$ cat src/rtl/add_share_arb_if.sv
// Requester-side operand and result channels for add_share_arb.
// Master is the requester population, slave is the arbiter.
interface add_share_arb_if #(
  parameter int NREQ  = 4,
  parameter int WIDTH = 4
);
  logic [NREQ-1:0]       req_valid;
  logic [NREQ-1:0]       req_ready;
  logic [NREQ*WIDTH-1:0] req_a;
  logic [NREQ*WIDTH-1:0] req_b;
  logic [NREQ-1:0]       rsp_valid;
  logic [NREQ-1:0]       rsp_ready;
  logic [WIDTH:0]        rsp_sum;

  modport master (
    output req_valid, req_a, req_b, rsp_ready,
    input  req_ready, rsp_valid, rsp_sum
  );

  modport slave (
    input  req_valid, req_a, req_b, rsp_ready,
    output req_ready, rsp_valid, rsp_sum
  );
endinterface

$ cat src/rtl/add_share_arb.sv
// Round-robin arbiter sharing one registered adder
// between NREQ requesters (IDLE -> EXEC -> RESP).
module add_share_arb #(
  parameter int NREQ  = 4,
  parameter int WIDTH = 4
) (
  input  logic             clk,
  input  logic             rst_n,
  add_share_arb_if.slave   bus,
  output logic [WIDTH-1:0] add_a,
  output logic [WIDTH-1:0] add_b,
  input  logic [WIDTH+1:0] add_sum,
  output logic             busy,
  output logic [7:0]       done_cnt
);
  localparam int PW = (NREQ > 1) ? $clog2(NREQ) : 1;

  localparam logic [1:0] IDLE = 2'd0;
  localparam logic [1:0] EXEC = 2'd1;
  localparam logic [1:0] RESP = 2'd2;

  logic [1:0]       state;
  logic [PW-1:0]    ptr;
  logic [PW-1:0]    owner;
  logic [PW-1:0]    grant;
  logic [PW-1:0]    ptr_nxt;
  logic             any;
  logic [NREQ-1:0]  rsp_vld;
  logic [WIDTH-1:0] sel_a;
  logic [WIDTH-1:0] sel_b;
  logic             unused_msb;

  // first valid requester at or after ptr, wrapping
  always_comb begin
    logic [PW:0] idx;
    idx   = '0;
    grant = '0;
    any   = 1'b0;
    for (int k = NREQ - 1; k >= 0; k--) begin
      idx = {1'b0, ptr} + (PW+1)'(k);
      if (idx >= (PW+1)'(NREQ))
        idx = idx - (PW+1)'(NREQ);
      if (bus.req_valid[idx]) begin
        grant = idx[PW-1:0];
        any   = 1'b1;
      end
    end
  end

  assign sel_a = bus.req_a[grant*WIDTH +: WIDTH];
  assign sel_b = bus.req_b[grant*WIDTH +: WIDTH];

  assign ptr_nxt = (owner == PW'(NREQ - 1))
                 ? '0 : owner + 1'b1;

  assign bus.req_ready =
    (rst_n && state == IDLE && any)
    ? (NREQ'(1) << grant) : '0;

  assign bus.rsp_valid = rsp_vld;
  assign bus.rsp_sum   = (state == RESP)
                       ? add_sum[WIDTH:0] : '0;
  assign busy          = (state != IDLE);
  assign unused_msb    = add_sum[WIDTH+1];

  // sequencer: grant, wait for adder, hold result
  always_ff @(posedge clk) begin
    if (!rst_n) begin
      state    <= IDLE;
      ptr      <= '0;
      owner    <= '0;
      add_a    <= '0;
      add_b    <= '0;
      rsp_vld  <= '0;
      done_cnt <= '0;
    end else begin
      unique case (state)
        IDLE: begin
          if (any) begin
            add_a <= sel_a;
            add_b <= sel_b;
            owner <= grant;
            state <= EXEC;
          end
        end
        EXEC: begin
          rsp_vld <= NREQ'(1) << owner;
          state   <= RESP;
        end
        RESP: begin
          if (bus.rsp_ready[owner]) begin
            rsp_vld  <= '0;
            ptr      <= ptr_nxt;
            done_cnt <= done_cnt + 8'd1;
            state    <= IDLE;
          end
        end
        default: state <= IDLE;
      endcase
    end
  end
endmodule

$ cat src/flat_wrapper.sv
// flat-port wrapper written by rule: the top's interface ports become plain ports
module add_share_arb_flat 
#(
  parameter int NREQ  = 4,
  parameter int WIDTH = 4
)
  (clk, rst_n, add_a, add_b, add_sum, busy, done_cnt, bus_req_valid, bus_req_a, bus_req_b, bus_rsp_ready, bus_req_ready, bus_rsp_valid, bus_rsp_sum);
  add_share_arb_if #(.NREQ(NREQ), .WIDTH(WIDTH)) bus_i ();
  input  logic clk;
  input  logic rst_n;
  output logic [WIDTH-1:0] add_a;
  output logic [WIDTH-1:0] add_b;
  input  logic [WIDTH+1:0] add_sum;
  output logic busy;
  output logic [7:0] done_cnt;
  input wire logic [$bits(bus_i.req_valid)-1:0] bus_req_valid;
  input wire logic [$bits(bus_i.req_a)-1:0] bus_req_a;
  input wire logic [$bits(bus_i.req_b)-1:0] bus_req_b;
  input wire logic [$bits(bus_i.rsp_ready)-1:0] bus_rsp_ready;
  output wire logic [$bits(bus_i.req_ready)-1:0] bus_req_ready;
  output wire logic [$bits(bus_i.rsp_valid)-1:0] bus_rsp_valid;
  output wire logic [$bits(bus_i.rsp_sum)-1:0] bus_rsp_sum;
  assign bus_i.req_valid = bus_req_valid;
  assign bus_i.req_a = bus_req_a;
  assign bus_i.req_b = bus_req_b;
  assign bus_i.rsp_ready = bus_rsp_ready;
  assign bus_req_ready = bus_i.req_ready;
  assign bus_rsp_valid = bus_i.rsp_valid;
  assign bus_rsp_sum = bus_i.rsp_sum;
  add_share_arb #(.NREQ(NREQ), .WIDTH(WIDTH)) u_core (.clk(clk), .rst_n(rst_n), .bus(bus_i), .add_a(add_a), .add_b(add_b), .add_sum(add_sum), .busy(busy), .done_cnt(done_cnt));
endmodule
$ cat config.mk
export PLATFORM = sky130hd
export DESIGN_NAME = add_share_arb_flat
export DESIGN_NICKNAME = d
export VERILOG_FILES = /design/src/rtl/add_share_arb_if.sv /design/src/rtl/add_share_arb.sv /design/src/flat_wrapper.sv
export SDC_FILE = /design/constraint.sdc
export NUM_CORES = 1
export LEC_CHECK = 0
export BUFFER_PORTS_ARGS = -buffer_cell sky130_fd_sc_hd__buf_2
export CORE_MARGIN = 3
export CORE_UTILIZATION = 44
export DETAILED_ROUTE_END_ITERATION = 16
export GPL_TIMING_DRIVEN = 0
export PLACE_DENSITY = 0.81
export RECOVER_POWER = 25
export SLEW_MARGIN = 20
export SYNTH_ARGS = -nofsm -noshare
export SYNTH_HDL_FRONTEND = slang
export SYNTH_SLANG_ARGS = --single-unit
$ cat constraint.sdc
create_clock -name clk -period 2.5 [get_ports clk]
set_clock_uncertainty 0.2 [all_clocks]
set_input_delay 0.375 -clock clk [delete_from_list [all_inputs] [get_ports clk]]
set_output_delay 0.375 -clock clk [all_outputs]
set_load 0.1 [all_outputs]
==> results.md <==
* Number of synthesized flops with an enable pin at 0
* # port buffers at 75
* Die Y at 63.2 um
* Final Cycle Share at 96.8%
* CTS tree: yes
* Synth top area share at 36.2%
* Vias in the first global route at 1,244
* First-pass iteration count of the detailed router at 4
* Warnings, synthesis at 0
* Power Internal at 0.753 mW
* Clock buffer depth at 2
* Avg Inst Size Synth at 8.99 um2
* TritonCTS Sinks at 26
* Critical path arrival at 1850 ps
* Synth Instances at 160
* Core ar. at 3080 um2
* Minimum clock period at 2420 ps
* Peak supply drop at 0.466 mV
* Largest net degree at the start of global routing at 16
* Total track usage at 16.8%
* Leak at 0.983 nW
* Async set or reset register ratio after synthesis at 0%
* DR vias at 1,416
* Detailed router's first-iteration violation count at 42
* Clock Latency Late Sink at 320 ps
* H-Tree Depth at 1
* Area growth syn-to-layout at 42.7%
* Largest cells by area after synthesis: dfxtp_1, mux2i_1, o221ai_1, nand2_1, and2_1
* Fillers at 263
* CP max FO at 10
* RSZ-0062 raised after global routing: no
* Fraction of layout instances using a drive strength above 1 at 42.0%
* Antenna-violating nets left at 0
* #FFs+latches synth at 26
* Crit end category: output pin
* Ant. Diodes at 0
* Starting Density at 46.7%
* Initial antenna violation count at 0
* Hold_ws at 152 ps
* Routed WL at 3570 um
* Status: complete, no violations
* Wire per inst at 12.4 um
* Clock Pin Slew Worst Setup and Hold Paths at 140 ps
* Fin. Hold Viols at 0
* Mapped Area at 1440 um2
* Slew Viols, Final at 0
* Worst setup path class: flop to output pin
* Slew margin rel. at 67.3%
* Total global routing overflow at 0
* Syn Nets at 213
* Num CTS Buffers at 3
* Worst-margin pin slew at 494 ps
* First-pass GRT wire length at 5490 um
* Die X at 63.2 um
* Gate power share at 40.9%
* HPWL after DPL at 2740 um
* Predominant post-synthesis flop cell: dfxtp_1
* DRC at 0
* GPL Wtd Cong at 0.739
* Core Rows at 20
* Sequential cell fraction of total power at 36.8%
* CP startpoint kind: flop
* Clock Power Share at 22.2%
* Final count of negative-setup-slack endpoints at 0
* Cts hold-fix bufs at 0
* Root Buffer: clkbuf_4
* Via-to-Cell Ratio at 4.93
* Synth cell types at 32
* Net switching power figure at 0.530 mW
* Switching share of total power at 41.3%
* Post-layout nets at 297
* Required @ worst endpoint at 1920 ps
* Power Dens Cells at 625 nW/um2
* Total of max-cap violations at 0
* Yosys top cell by area: dfxtp_1
* Worst min path class: input pin to flop
* IO Pins at 78
* Sequential fraction of the synthesis area at 36.2%
* Final TNS setup at 0 ps
* Fmax at 413 MHz
* DIE AREA at 3990 um2
-- flip-flops by register name (all words and copies together) (netlist names) --
| name | cells |
|---|---|
| u_core.done_cnt | 8 |
| u_core.add_a | 4 |
| u_core.add_b | 4 |
| u_core.bus.rsp_valid | 4 |
| u_core.owner | 2 |
| u_core.state | 2 |
| u_core.ptr | 2 |
-- power groups by stage --
stage          Clock (mW)  Sequential, mW  Combinational [mW]
2_1_floorplan           0           0.668               0.211
3_3_place_gp            0           0.482               0.491
3_5_place_dp            0           0.482               0.496
4_1_cts             0.294           0.474               0.515
5_1_grt             0.312           0.478               0.551
6_report            0.286           0.473               0.525
-- cell usage in the layout (no fill, tap or decap), types with 2 or more instances in the layout --
cell type  count
a21boi_0       5
nor2_1         3
clkbuf_4       3
nand2_2        2
xor2_1         3
a21oi_1        6
dfxtp_1       23
nand4_1        3
buf_8          2
inv_1          7
and2_1        11
buf_4          5
nand2_1       21
nand2b_1       3
and2_4         2
nor2b_1        5
o221ai_1      13
buf_2         72
mux2i_1       18
ha_1           5
buf_6          3
clkbuf_1       2
dfxtp_2        2
xnor2_1        3
nor3_1         3
nor2_4         4
-- layout make-up --
cell class	instances	area (um2)	share of cell area, %
multi-input combinational	120	900	43.8
sequential	26	527	25.7
clock buffer	3	22.5	1.10
buffer	7	46.3	2.25
clock inverter	1	30.0	1.46
inverter	7	26.3	1.28
timing repair buffer	79	447	21.8
tap	44	55.1	2.68
-- cells in the mapped netlist (all sizes together) (2+ instances only) --
library cell	number
dfxtp	26
nand2	23
mux2i	18
and2	13
o221ai	13
a21oi	7
inv	7
nor2	7
a21boi	5
buf	5
ha	5
nor2b	5
nand2b	3
nand4	3
nor3	3
xnor2	3
xor2	3
clkbuf	2
-- path summary, 6_finish.rpt --
kind	cells after the start	from	slack, ps	endpoint
max	6	u_core.state[0]$_SDFFE_PN0P_	80	bus_req_ready[2]
min	3	bus_req_a[1]	150	u_core.add_a[1]$_SDFFE_PN0P_
max reg2reg	6	u_core.ptr[0]$_SDFFE_PN0P_	510	u_core.add_b[3]$_SDFFE_PN0P_
min reg2reg	2	u_core.add_b[2]$_SDFFE_PN0P_	280	u_core.add_b[2]$_SDFFE_PN0P_
-- per-layer routing --
metal | share of wire [%] | global-route usage, % | wire length, um | up-vias
met5 | 0 | 0 | 0 | -
met4 | 0.59 | 7.28 | 21 | 0
met3 | 3.0 | 2.67 | 108 | 2
met2 | 53 | 29.2 | 1910 | 23
met1 | 43 | 20.3 | 1530 | 661
li1 | - | - | - | 730
-- what timing repair did --
action	4_1_cts	5_1_grt
endpoints found under the setup margin	4	4
buffers inserted	2	2
cloned	0	0
gates resized for setup	16	6
-- per-stage QoR --
step	instance area, um2	power (mW)	cells	setup slack, ps	utilization, %
after floorplan	1480	0.879	160	59.3	-
after global placement	1910	0.973	279	-164	61.9
after detailed placement	1910	0.978	279	-212	61.9
after CTS	2030	1.28	285	19.0	65.9
after global routing	2050	1.34	287	0.886	66.7
final	2050	1.28	287	78.9	66.7
-- kinds of logic (layout without fill, tap and decap cells) --
| group | count (synthesis) | count (layout) | share of synthesized area, % |
|---|---|---|---|
| AOI/OAI and AO/OA | 28 | 28 | 14.7 |
| and+or+nand+nor | 62 | 62 | 22.6 |
| muxes | 19 | 19 | 14.1 |
| xor gates and xnor gates | 6 | 6 | 3.65 |
| DFF | 26 | 26 | 36.2 |
| buffers and inverters | 14 | 97 | 4.43 |
| adders and majority gates | 5 | 5 | 4.35 |
-- worst max-delay path, stage by stage, from the launching register on --
cell and delay (ps):
dfxtp_2 390, or2_4 250, a21oi_4 160, and2_4 180
nand2_2 180, nor2_4 130, buf_6 230
(Power assumes the default switching activity.)
